`src/rtl/apb_initiator.sv`:
```
// Single-transfer APB initiator: accepts one host command at a time, runs the
// SETUP/ACCESS handshake with a bounded wait, and returns a one-cycle response.
module apb_initiator #(
    parameter int unsigned TIMEOUT_CYCLES = 255
) (
    input  logic        clk,
    input  logic        rst,
    input  logic        cmd_valid_in,
    output logic        cmd_ready_out,
    input  logic        cmd_write_in,
    input  logic [31:0] cmd_addr_in,
    input  logic [31:0] cmd_wdata_in,
    output logic        rsp_valid_out,
    output logic [31:0] rsp_rdata_out,
    output logic        rsp_slverr_out,
    output logic        rsp_timeout_out,
    output logic        psel_out,
    output logic        penable_out,
    output logic        pwrite_out,
    output logic [31:0] paddr_out,
    output logic [31:0] pwdata_out,
    input  logic [31:0] prdata_in,
    input  logic        pready_in,
    input  logic        pslverr_in
);

    localparam int CW = (TIMEOUT_CYCLES < 1) ? 1 : $clog2(TIMEOUT_CYCLES + 1);

    typedef enum logic [1:0] {
        IDLE,
        SETUP,
        ACCESS
    } state_t;

    state_t        state;
    state_t        state_next;
    logic [CW-1:0] wait_cnt;
    logic          accept;
    logic          done;
    logic          timeout_hit;

    assign cmd_ready_out = (state == IDLE) && !rst;
    assign accept        = cmd_valid_in && cmd_ready_out;
    assign done          = (state == ACCESS) && pready_in;
    // The limit is checked before incrementing, so pready_in arriving on the
    // cycle the counter sits at the limit still completes normally.
    assign timeout_hit   = (state == ACCESS) && !pready_in && (wait_cnt == CW'(TIMEOUT_CYCLES));

    // NOTE: state-holding logic uses non-blocking (<=) so every register samples
    // pre-edge values; combinational logic below uses blocking (=).
    always_ff @(posedge clk or posedge rst) begin
        if (rst) begin
            state <= IDLE;
        end else begin
            state <= state_next;
        end
    end

    // NOTE: every output of this block gets a default first, so no path can
    // leave a signal unassigned and infer a latch.
    always_comb begin
        state_next  = state;
        psel_out    = 1'b0;
        penable_out = 1'b0;
        unique case (state)
            IDLE: begin
                if (accept) state_next = SETUP;
            end
            SETUP: begin
                psel_out   = 1'b1;
                state_next = ACCESS;
            end
            ACCESS: begin
                psel_out    = 1'b1;
                penable_out = 1'b1;
                if (done || timeout_hit) state_next = IDLE;
            end
            default: state_next = IDLE;
        endcase
    end

    always_ff @(posedge clk or posedge rst) begin
        if (rst) begin
            pwrite_out      <= 1'b0;
            paddr_out       <= '0;
            pwdata_out      <= '0;
            rsp_valid_out   <= 1'b0;
            rsp_rdata_out   <= '0;
            rsp_slverr_out  <= 1'b0;
            rsp_timeout_out <= 1'b0;
            wait_cnt        <= '0;
        end else begin
            rsp_valid_out <= 1'b0;

            if (accept) begin
                pwrite_out <= cmd_write_in;
                paddr_out  <= cmd_addr_in;
                pwdata_out <= cmd_write_in ? cmd_wdata_in : 32'd0;
            end

            if (done) begin
                rsp_valid_out   <= 1'b1;
                rsp_rdata_out   <= pwrite_out ? 32'd0 : prdata_in;
                rsp_slverr_out  <= pslverr_in;
                rsp_timeout_out <= 1'b0;
            end else if (timeout_hit) begin
                rsp_valid_out   <= 1'b1;
                rsp_rdata_out   <= 32'd0;
                rsp_slverr_out  <= 1'b1;
                rsp_timeout_out <= 1'b1;
            end

            if (state == SETUP) begin
                wait_cnt <= '0;
            end else if ((state == ACCESS) && !pready_in && !timeout_hit) begin
                wait_cnt <= wait_cnt + CW'(1);
            end
        end
    end

endmodule

```
`config.mk`:
```
export PLATFORM = sky130hd
export DESIGN_NAME = apb_initiator
export DESIGN_NICKNAME = d
export VERILOG_FILES = /design/src/rtl/apb_initiator.sv
export SDC_FILE = /design/constraint.sdc
export NUM_CORES = 1
export LEC_CHECK = 0
export ABC_CLOCK_PERIOD_IN_PS = 6200
export BUFFER_PORTS_ARGS = -buffer_cell sky130_fd_sc_hd__buf_2
export CAP_MARGIN = 5
export CORE_ASPECT_RATIO = 1.5
export CORE_MARGIN = 3
export CORE_UTILIZATION = 50
export DETAILED_ROUTE_END_ITERATION = 16
export PLACE_DENSITY = 0.89
export SETUP_SLACK_MARGIN = 0.3
export SYNTH_ARGS = -nofsm -noshare
export SYNTH_HDL_FRONTEND = slang
export SYNTH_SLANG_ARGS = --single-unit
```
`constraint.sdc`:
```
create_clock -name clk -period 6.2 [get_ports clk]
set_input_delay 1.24 -clock clk [delete_from_list [all_inputs] [get_ports clk]]
set_output_delay 1.24 -clock clk [all_outputs]
set_load 0.005 [all_outputs]
```
After elaboration in Yosys (flattened, before gate mapping). Index checks and enable logic that the tools add are counted.

Add/subtract/negate cells: 1. Mux-type cells: 16. Equality and inequality tests: 5. Reductions and logical operators: 15.

Operators by type and width (count): two-way mux 32 bit (4); two-way mux 8 bit (2); adder 8 x 1 -> 8 bit, second input constant (1); equality test 8 bit, second input constant (1); two-way mux 1 bit (7); logical AND 1 bit (6); case mux 2 bit (3 select lines) (1); two-way mux 2 bit (2); inequality test 2 bit, second input constant (2); nonzero test 2 bit (2); zero test 1 bit (3); equality test 2 x 1 -> 1 bit, second input constant (1); equality test 2 bit, second input constant (1); zero test 2 bit (1); AND reduction 2 bit (1); OR reduction 2 bit (1); logical OR 1 bit (1).

Bits of input ports: 102. Word-level logic and storage cells: 46. Flip-flop bits (word level): 110. Output and inout port bits: 103.

Longest topological paths before layout. Gate-level depths: netlist (run 1).

Word-level depth: 7. Depth in mapped cells: 7. Mapped depth without buffers: 6.

Worst setup path after synthesis (run 1). No wires, ideal clock.

Path type: input-to-output. Start point: input port rst. End point: output port cmd_ready_out. Buffers on the path: 0. Arrival: 1.355 ns. Stages: 1. Required time: 4.960 ns. Setup slack: 3.605 ns. Path through: nor2b_1.

Cells in the longest elaborated chain, start to end: 2.

Ends and longest elaborated chain: start, declared (RTL line 7) `input logic rst,`; zero test 1 bit (no source line); logical AND 1 bit (RTL line 42) `assign cmd_ready_out = (state == IDLE) && !rst;`; end, declared (RTL line 9) `output logic cmd_ready_out,`.

Every way passes these cells.

Worst setup path in the final report (run 1). Same ends and word-level chain as after synthesis.

==> results of run 1 <==
[report_power, final]
group | internal, uW | total (uW) | switching (uW)
clock network | 366 | 603 | 237
logic | 452 | 846 | 394
registers | 1010 | 1170 | 162
[layout make-up]
cell class,count,area [um^2]
multi-input combinational,212,1460
clock inverter,3,67.6
sequential,110,2750
tap,107,134
inverter,4,17.5
fill,636,2670
timing repair buffer,207,1060
clock buffer,13,250
[state kept, by name, indices dropped and copies added (netlist names)]
name / cells
paddr_out: 32
pwdata_out: 32
pwrite_out: 1
rsp_rdata_out: 32
rsp_slverr_out: 1
rsp_timeout_out: 1
rsp_valid_out: 1
state: 2
wait_cnt: 8
[metal layers]
metal | GRT usage (%) | vias up | part of all wire, %
met1 | 24.6 | 1679 | 35
met2 | 39.9 | 169 | 54
met3 | 4.35 | 38 | 6.3
met4 | 13.3 | 0 | 4.4
li1 | - | 1597 | -
met5 | 0 | - | 0
[tightest hold or removal path, delay by kind of cell (launching register included)]
family	cells	cell delay, ns
AND/OR/NAND/NOR	1	0.04
AO/OA/AOI/OAI	1	0.06
flip-flops	1	0.34
[cell usage after synthesis]
cell               n  area, um^2
a2111oi_2          1        15.0
a211oi_1           1        7.51
a21oi_1            2        10.0
a22o_1            32         280
and2_2             1        7.51
and2b_1            1        7.51
and3_1             1        6.26
and4_4             1        11.3
buf_2             10        50.1
buf_6              3        33.8
clkbuf_1           7        26.3
clkdlybuf4s25_2    1        10.0
dfrtp_1          110        2750
ha_1               5        62.6
inv_1              4        15.0
mux2_2            33         372
mux2_4             2        30.0
mux2i_1            1        10.0
nand2_1           68         255
nand2_2            1        6.26
nand3_1            2        10.0
nand3_2            1        10.0
nand3b_1           1        7.51
nand4_1            1        6.26
nand4_4            1        21.3
nand4b_1           1        8.76
nor2_1             8        30.0
nor2_2             1        6.26
nor2b_1            2        12.5
o211ai_1           1        7.51
o21ai_0           33         165
o21ai_2            2        17.5
o22a_1             1        8.76
or4_1              1        7.51
xnor2_1            2        17.5
xor2_1             4        35.0
[worst min-delay path by stage]
stage | end | cells after the start
final | pwdata_out[10]$_DFFE_PP0P_ | 2
after global routing | pwdata_out[10]$_DFFE_PP0P_ | 2
after CTS | pwdata_out[13]$_DFFE_PP0P_ | 2
after detailed placement | pwdata_out[10]$_DFFE_PP0P_ | 2
after global placement | pwdata_out[22]$_DFFE_PP0P_ | 2
after floorplan | pwdata_out[0]$_DFFE_PP0P_ | 2
[cell families (layout without fill, tap and decap cells)]
| logic type | after synthesis | after routing |
|---|---|---|
| xor gates and xnor gates | 6 | 6 |
| AOI/OAI and AO/OA | 73 | 73 |
| and+or+nand+nor | 92 | 92 |
| muxes | 36 | 36 |
| buffers and inverters | 25 | 227 |
| adders and majority gates | 5 | 5 |
| DFF | 110 | 110 |
[per-stage QoR]
| step | hold WS [ns] | setup WS, ns |
|---|---|---|
| after detailed placement | 0.470 | 3.28 |
| after CTS | 0.485 | 3.37 |
| after global placement | 0.458 | 3.35 |
| final | 0.481 | 3.37 |
| after global routing | 0.506 | 3.35 |
| after floorplan | 0.473 | 2.06 |
==> metrics.txt, run 1 <==
global-route wire length before repair=16.9 mm; placed instance area=5400 um^2; Total Power=between 2000 and 3000 uW; largest family of logic cells by synthesized area=compound AO/OA/AOI/OAI gates; IO Count=205; initial core utilization=51.6%; Area Overhead vs Synth=32.3%; min cycle time layout=2.83 ns; worst r2r dst=rsp_rdata_out[16]$_DFFE_PP0P_; die width=a little over 80 um; RSZ-0062 raised after global routing=false; Synth Area in Compound Gates=11.8%; Critical Path Start=rst; critical path depth in cells=3; Routed WL=around 11 mm; # DRC=0; Worst Path Buf+Inv=2; post-synthesis adder-cell area fraction=1.44%; CP delay by family, top=buffers and inverters; Crit. End Element=output port; Root Driver=clkbuf_16; vias in the first global route=3559; Cell Rows=41; count of cell types in the netlist=36; Layout Utilization=between 60% and 70%; Num CTS Buffers=9; Reg clk slew, reported paths=0.07 ns; DR vias=3483; Worst Path Max Fanout=3; die footprint=roughly 10000 um^2; share of cells above drive strength 1=48.5%; Synth Cell Area=4340 um^2; FF-to-FF Start=state[0]$_DFFE_PP0P_; CP endpoint=cmd_ready_out; fin area=5740 um^2; Worst Hold Class=reg -> reg; Clock H-tree levels=3; core area=8410 um^2; CTS resizes=0; Avg Cell Area, Syn=approximately 13 um^2; max-slew violations=0; outcome=completed; simple-gate portion of the synthesized area=under 10%; Period Utilization, post-route=45.6%; setup TNS=0 ns; commonest cells after routing, fill and taps aside=buf_2, dfrtp_1, nand2_1; Post-CTS Setup Inserts=0; R2R depth=5; # clock sinks=110; post-synthesis xor/xnor area fraction=1.21%; Slowest-stage cell, CP=buf_2; post-synthesis register bit count=110; DRT antenna net count=0; initial antenna violation count=0; Antenna Cells=0; largest net degree at the start of global routing=99; fmax=354 MHz; Top cell by count, worst path=buf_2; Port Buffer Count=204; insertion delay to the later sink of the worst-skew pair=about 0.34 ns; Final nets=between 600 and 700; drt wl/cell=17.1 um; CP Launch Type=input pin; initial DRC count=220; Setup Viol. Count Final=0; Placed Cells=639; Worst Skew=0.00498 ns; Post-Layout Cell Count=656; Slew HR=16.6%; routability cong.=0.808; critical path class=in -> out; vias per cell=between 5 and 6; sequential share of the synthesized area=between 60% and 70%; Critical Path, Cell by Cell=buf_2 > nor2b_1 > buf_2; Slew @ Worst Pin=~1.3 ns; leakage power=0.00307 uW; post-cts hold buffer count=0; CP Data Required Time=just under 5 ns; CTS tree=built; slowest stage delay, CP=~0.12 ns; Arr. time, crit path=1.59 ns; Final Hold Fails=0; GRT Total Usage=22.8%; DIE HEIGHT=roughly 120 um; Worst R2R Setup Slack=3.88 ns; estimated wirelength of the detail-placed design=just over 8 mm; global route overflow=0; syn_nets=454; Ys Warns=0; max_cap viols=0; Max Root-Sink Buffers=2; cells after synthesis=347; commonest non-fill, non-tap cell in the layout=buf_2; mux contribution to synthesized area=approximately a tenth; HP Start=pwdata_out[10]$_DFFE_PP0P_; VDD IR max=~0.00031 V; drt first pass iters=4; PwrDens=between 400 and 500 nW/um^2
(Power assumes the default switching activity.)
==> run 2: changes to the inputs <==
--- a/config.mk
+++ b/config.mk
@@ -5,14 +5,15 @@
 export SDC_FILE = /design/constraint.sdc
 export NUM_CORES = 1
 export LEC_CHECK = 0
-export ABC_CLOCK_PERIOD_IN_PS = 6200
+export ABC_AREA = 1
+export ABC_CLOCK_PERIOD_IN_PS = 2500
 export BUFFER_PORTS_ARGS = -buffer_cell sky130_fd_sc_hd__buf_2
 export CAP_MARGIN = 5
 export CORE_ASPECT_RATIO = 1.5
 export CORE_MARGIN = 3
-export CORE_UTILIZATION = 50
+export CORE_UTILIZATION = 43
 export DETAILED_ROUTE_END_ITERATION = 16
-export PLACE_DENSITY = 0.89
+export PLACE_DENSITY = 0.81
 export SETUP_SLACK_MARGIN = 0.3
 export SYNTH_ARGS = -nofsm -noshare
 export SYNTH_HDL_FRONTEND = slang
==> constraint.sdc (replaced) <==
create_clock -name clk -period 2.5 [get_ports clk]
set_input_delay 0.5 -clock clk [delete_from_list [all_inputs] [get_ports clk]]
set_output_delay 0.5 -clock clk [all_outputs]
set_load 0.005 [all_outputs]
==> run 2 against run 1 <==
Net effect: hold slack worse by 0.15 ns; worst setup slack worse by 2.8 ns; via count is 17% higher; register-to-register slack worse by 3.3 ns; non-clock buffer count is 2 higher.
==> metrics.txt, run 2 <==
CP delay by family, top=buffers and inverters; critical path class=reg -> reg; syn_nets=629; GRT Total Usage=19.8%; CP Launch Type=flop; GR peak layer=met2; Largest regs=paddr_out: 32 flops, pwdata_out: 32 flops, rsp_rdata_out: 32 flops; Setup Viol. Count Final=0; # clock sinks=110; drt wl/cell=13.7 um; Slew HR=around three fifths; core area=10200 um^2; routability cong.=0.865; switching power=2270 uW; FILL cells=944; DIE HEIGHT=roughly 130 um; Port Buffer Count=204; drt first pass iters=5; Crit. End Element=flop; Max Root-Sink Buffers=2; placed instance area=5690 um^2; IO Count=205; R2R depth=8; max-slew violations=0; DR vias=4082; VDD IR max=0.000529 V; Slowest-stage cell, CP=inv_2; post-synthesis register bit count=between 100 and 150; Avg Cell Area, Syn=8.78 um^2; Int Pwr=4350 uW; GR Layer Usage met3=4.66%; # DRC=0; initial DRC count=182; Ys Warns=0; count of cell types in the netlist=24; Worst Path Buf+Inv=3; Arr. time, crit path=2.20 ns; slowest stage delay, CP=0.52 ns; Post-synth ARST share=100%; area leader, netlist=dfrtp_1; estimated wirelength of the detail-placed design=8.52 mm; CP Data Required Time=2.77 ns; DRT antenna net count=0; commonest non-fill, non-tap cell in the layout=nand2_1; setup slack after layout=0.571 ns; leakage power=0.00344 uW; Reg clk slew, reported paths=approximately 0.07 ns; setup TNS=0 ns; initial antenna violation count=0; die footprint=~12000 um^2; area occupied by multi-input gates=between 1500 and 2000 um^2; RSZ-0062 raised after global routing=false; die width=90.3 um; Antenna Cells=0; FF-to-FF Start=state[0]$_DFFE_PP0P_; worst slack at placement=between 0.5 and 0.6 ns; Worst R2R Setup Slack=0.57 ns; global-route wire length before repair=slightly below 20 mm; share of total power in sequential cells=between 40% and 50%; top_reg_cell synth=dfrtp_1; Root Driver=clkbuf_16; initial core utilization=44.7%; insertion delay to the later sink of the worst-skew pair=0.34 ns; largest net degree at the start of global routing=roughly 110; CTS tree=built; synth cell count leaders=nand2_1, dfrtp_1, nand3_1; Num CTS Buffers=9; Synth Cell Area=approximately 4600 um^2; post-cts hold buffer count=0; fmax=518 MHz; vias per cell=4.74; worst r2r dst=paddr_out[12]$_DFFE_PP0P_; min cycle time layout=1.93 ns; outcome=completed; Worst Skew=0.00749 ns; Area Overhead vs Synth=30.4%; Clock Power Share=21.2%; Period Utilization, post-route=77.2%; sw frac=~34%; fin area=5980 um^2; combinational power share=33.1%; Post-CTS Setup Inserts=0; Reg area=2750 um^2; top-count cell post-synth=nand2_1; top cells by area, synth=dfrtp_1, nand2_1, nand3_1; Final nets=slightly above 800; Critical Path, Cell by Cell=inv_1 > ha_1 > inv_1 > nor2_2 > nand2_2 > inv_2 > nand2_1 > nand2_1; Post-Layout Cell Count=roughly 860; global route overflow=0; Synth top area share=60.1%; EDFF count, synth=0; Placed Cells=~850; WHS=0.334 ns; met2 usage=a little over a third; sequential share of the synthesized area=60.1%; share of cells above drive strength 1=~33%; Final Hold Fails=0; Clock H-tree levels=3; Slew @ Worst Pin=between 0.5 and 0.6 ns; Worst Hold Class=in -> async; Routed WL=11.8 mm; met1 GRT Util=22.6%; max_cap viols=0; cells after synthesis=522; commonest cells after routing, fill and taps aside=nand2_1, buf_2, dfrtp_1; Cell Rows=45; Worst Path Max Fanout=33; CTS resizes=0; PwrDens=roughly 1100 nW/um^2; vias in the first global route=4014
[run 2: cell count changes after synthesis, sizes merged, moves of 3 or more]
cell / previous run / this run
xor2: 4 / 1
nor2: 9 / 13
clkbuf: 7 / 11
mux2: 35 / 0
nand2: 69 / 267
nand3: 3 / 43
inv: 4 / 16
a22o: 32 / 0
[run 2: cell families after synthesis]
group | share of synthesized area, %
AO/OA/AOI/OAI | 4.04
XOR/XNOR | 0.191
adder cells (fa/ha/maj) | 1.37
buffers and inverters | 4.91
flip-flops | 60.1
AND/OR/NAND/NOR | 29.4
[run 2: worst max-delay path by stage]
stage	start	end	slack [ns]	cells past startpoint
after floorplan	rst	paddr_out[0]$_DFFE_PP0P_	0.67	1
after global placement	state[0]$_DFFE_PP0P_	paddr_out[25]$_DFFE_PP0P_	0.67	8
after detailed placement	state[0]$_DFFE_PP0P_	paddr_out[12]$_DFFE_PP0P_	0.55	8
after CTS	state[0]$_DFFE_PP0P_	paddr_out[12]$_DFFE_PP0P_	0.53	8
after global routing	state[0]$_DFFE_PP0P_	paddr_out[21]$_DFFE_PP0P_	0.34	8
final	state[0]$_DFFE_PP0P_	paddr_out[12]$_DFFE_PP0P_	0.57	8
[run 2: stage by stage]
step | power (uW) | utilization, %
4_1_cts | 6700 | 58.3
3_3_place_gp | 5160 | 55.5
2_1_floorplan | 4080 | -
3_5_place_dp | 5280 | 55.5
6_report | 6620 | 58.3
5_1_grt | 7130 | 58.3
[run 2: layer usage]
metal,routed length (um),part of all wire [%]
met3,602,5.1
met2,6280,53
met1,4570,39
met5,0,0
met4,330,2.8
[run 2: power groups by stage]
stage                     Combinational (uW)  Clock (uW)  Sequential, uW
final                                   2190        1410            3020
after global routing                    2480        1530            3120
after CTS                               2240        1440            3020
after detailed placement                2240           0            3040
after global placement                  2160           0            3000
after floorplan                         1010           0            3070
[run 2: worst reg2reg max path, cell delays in order, from the launching register on]
cell	delay (ns)
dfrtp_1	0.41
inv_1	0.12
ha_1	0.18
inv_1	0.05
nor2_2	0.10
nand2_2	0.27
inv_2	0.53
nand2_1	0.12
nand2_1	0.09
[run 2: layout make-up]
cell class / count / area share, %
sequential: 110 / 46.1
multi-input combinational: 369 / 26.9
timing repair buffer: 209 / 18.1
clock buffer: 10 / 3.83
tap: 141 / 2.95
inverter: 17 / 1.15
clock inverter: 6 / 1.03
==> run 3: changes to the inputs <==
--- a/config.mk
+++ b/config.mk
@@ -6,14 +6,14 @@
 export NUM_CORES = 1
 export LEC_CHECK = 0
 export ABC_AREA = 1
-export ABC_CLOCK_PERIOD_IN_PS = 2500
+export ABC_CLOCK_PERIOD_IN_PS = 1900
 export BUFFER_PORTS_ARGS = -buffer_cell sky130_fd_sc_hd__buf_2
 export CAP_MARGIN = 5
 export CORE_ASPECT_RATIO = 1.5
 export CORE_MARGIN = 3
-export CORE_UTILIZATION = 43
+export CORE_UTILIZATION = 47
 export DETAILED_ROUTE_END_ITERATION = 16
-export PLACE_DENSITY = 0.81
+export PLACE_DENSITY = 0.84
 export SETUP_SLACK_MARGIN = 0.3
 export SYNTH_ARGS = -nofsm -noshare
 export SYNTH_HDL_FRONTEND = slang
==> constraint.sdc (replaced) <==
create_clock -name clk -period 1.9 [get_ports clk]
set_input_delay 0.38 -clock clk [delete_from_list [all_inputs] [get_ports clk]]
set_output_delay 0.38 -clock clk [all_outputs]
set_load 0.005 [all_outputs]
==> run 3 against run 2 <==
Net effect: via count rose by 5.4%; sequential share of layout area fell by 0.96 points; clock power rose by 38%; flip-flop and latch count did not move; final area rose by 2.1%; critical endpoint is now cmd_ready_out; cell count fell by 2.0%; clock skew barely moved; worst setup slack got worse by 0.30 ns; total power rose by 37%; routed wire length rose by 9.3%; largest cell class unchanged.
==> metrics.txt, run 3 (synthesis gave the netlist of run 2 again) <==
outcome=completed; max-slew violations=0; vias in the first global route=4296; insertion delay to the later sink of the worst-skew pair=0.35 ns; placed instance area=5690 um^2; Largest regs=paddr_out: 32 flops, pwdata_out: 32 flops, rsp_rdata_out: 32 flops; Max Root-Sink Buffers=2; critical path class=reg -> out; Routed WL=approximately 13 mm; Num CTS Buffers=9; CP Data Required Time=1.52 ns; commonest cells after routing, fill and taps aside=nand2_1, buf_2, dfrtp_1; Worst Path Max Fanout=2; Cell Rows=43; setup TNS=0 ns; global-route wire length before repair=20.4 mm; RSZ-0062 raised after global routing=true; fmax=roughly 620 MHz; core area=9360 um^2; initial antenna violation count=1; Setup Viol. Count Final=0; initial core utilization=approximately half; Worst Hold Class=in -> async; Critical Path, Cell by Cell=inv_2 > ha_4 > inv_2 > nor2_4 > buf_6; Worst Skew=0.00789 ns; Slew HR=63.0%; Clock H-tree levels=3; FILL cells=761; Period Utilization, post-route=a little under nine tenths; initial DRC count=370; Slowest-stage cell, CP=dfrtp_1; DRT antenna net count=0; # clock sinks=110; fin area=about 6000 um^2; GRT Total Usage=about a quarter; commonest non-fill, non-tap cell in the layout=nand2_1; Arr. time, crit path=1.24 ns; Root Driver=clkbuf_16; die width=86.6 um; Final nets=834; min cycle time layout=1.62 ns; CP Launch Type=flop; Port Buffer Count=between 200 and 250; Slew @ Worst Pin=0.555 ns; DR vias=between 4k and 5k; # DRC=0; die footprint=11000 um^2; global route overflow=0; routability cong.=0.837; drt first pass iters=4; PwrDens=1490 nW/um^2; Area Overhead vs Synth=33.2%; slowest stage delay, CP=about 0.39 ns; Final Hold Fails=0; CTS tree=built; drt wl/cell=about 15 um; VDD IR max=~0.00079 V; largest net degree at the start of global routing=85; share of cells above drive strength 1=35.2%; Layout Utilization=65.2%; estimated wirelength of the detail-placed design=9.12 mm; Top cell by count, worst path=inv_2; Reg clk slew, reported paths=0.07 ns; leakage power=0.00350 uW; DIE HEIGHT=127 um; vias per cell=5.09; max_cap viols=0; Crit. End Element=output port; IO Count=just over 200
run 3: changes by cell type in the layout (fill, tap and decap cells not counted), sizes merged:
cell,change
diode,+1
clkinvlp,-1
clkbuf,+2
nand3,+1
buf,+10
clkinv,-1
run 3: cell type report:
type / count / area [um^2] / share of cell area (%)
Tap cell: 112 / 140 / 2.30
Sequential cell: 110 / 2750 / 45.1
Clock buffer: 12 / 256 / 4.20
Antenna cell: 1 / 2.50 / 0.0410
Timing Repair Buffer: 219 / 1180 / 19.3
Multi-Input combinational cell: 370 / 1650 / 27.1
Inverter: 17 / 68.8 / 1.13
Clock inverter: 4 / 52.6 / 0.861
run 3: power breakdown:
part / internal [uW] / switching, uW / leakage, uW
Clock: 1100 / 845 / 0.000153
Sequential: 3380 / 603 / 0.00142
Combinational: 1470 / 1700 / 0.00193
Total: 5950 / 3150 / 0.00350
run 3: worst paths after layout:
| kind | start | end | slack, ns | cells past startpoint |
|---|---|---|---|---|
| setup / recovery | state[1]$_DFFE_PP0P_ | cmd_ready_out | 0.28 | 5 |
| hold / removal | rst | pwdata_out[9]$_DFFE_PP0P_ | 0.18 | 3 |
| setup reg to reg | state[0]$_DFFE_PP0P_ | rsp_rdata_out[9]$_DFFE_PP0P_ | 0.30 | 7 |
| hold reg to reg | paddr_out[12]$_DFFE_PP0P_ | paddr_out[12]$_DFFE_PP0P_ | 0.47 | 2 |
| max in group asynchronous | rst | rsp_rdata_out[5]$_DFFE_PP0P_ | 1.32 | 3 |
| min in group clk | cmd_addr_in[18] | paddr_out[18]$_DFFE_PP0P_ | 0.22 | 3 |
run 3: stage by stage:
stage / worst slack (ns) / cells / power (uW) / hold WS, ns
6_report: 0.275 / 845 / 9090 / 0.180
3_5_place_dp: 0.194 / 820 / 7010 / 0.460
2_1_floorplan: 0.191 / 522 / 5370 / 0.470
3_3_place_gp: 0.302 / 820 / 6840 / 0.456
5_1_grt: 0.200 / 845 / 9730 / 0.215
4_1_cts: 0.226 / 842 / 9060 / 0.186
run 3: repair_timing:
item,in CTS,in global routing
setup endpoints to repair,40,83
resized for setup,5,9
pin swaps,0,3
buffers inserted,5,2
hold buffers,0,0
cloned,1,0
run 3: per-layer routing:
layer  up-vias  GRT usage [%]  wire [um]
li1       2039              -          -
met4         0           10.9        450
met3        35           5.07        755
met5         -              0          0
met2       182           41.4       7000
met1      2045           26.9       4680
run 3: worst max-delay path: cells and delay by family (launching register included):
family / cells / cell delay (ns)
adder cells (fa/ha/maj): 1 / 0.14
buffers and inverters: 3 / 0.24
flip-flops: 1 / 0.39
AND/OR/NAND/NOR: 1 / 0.12
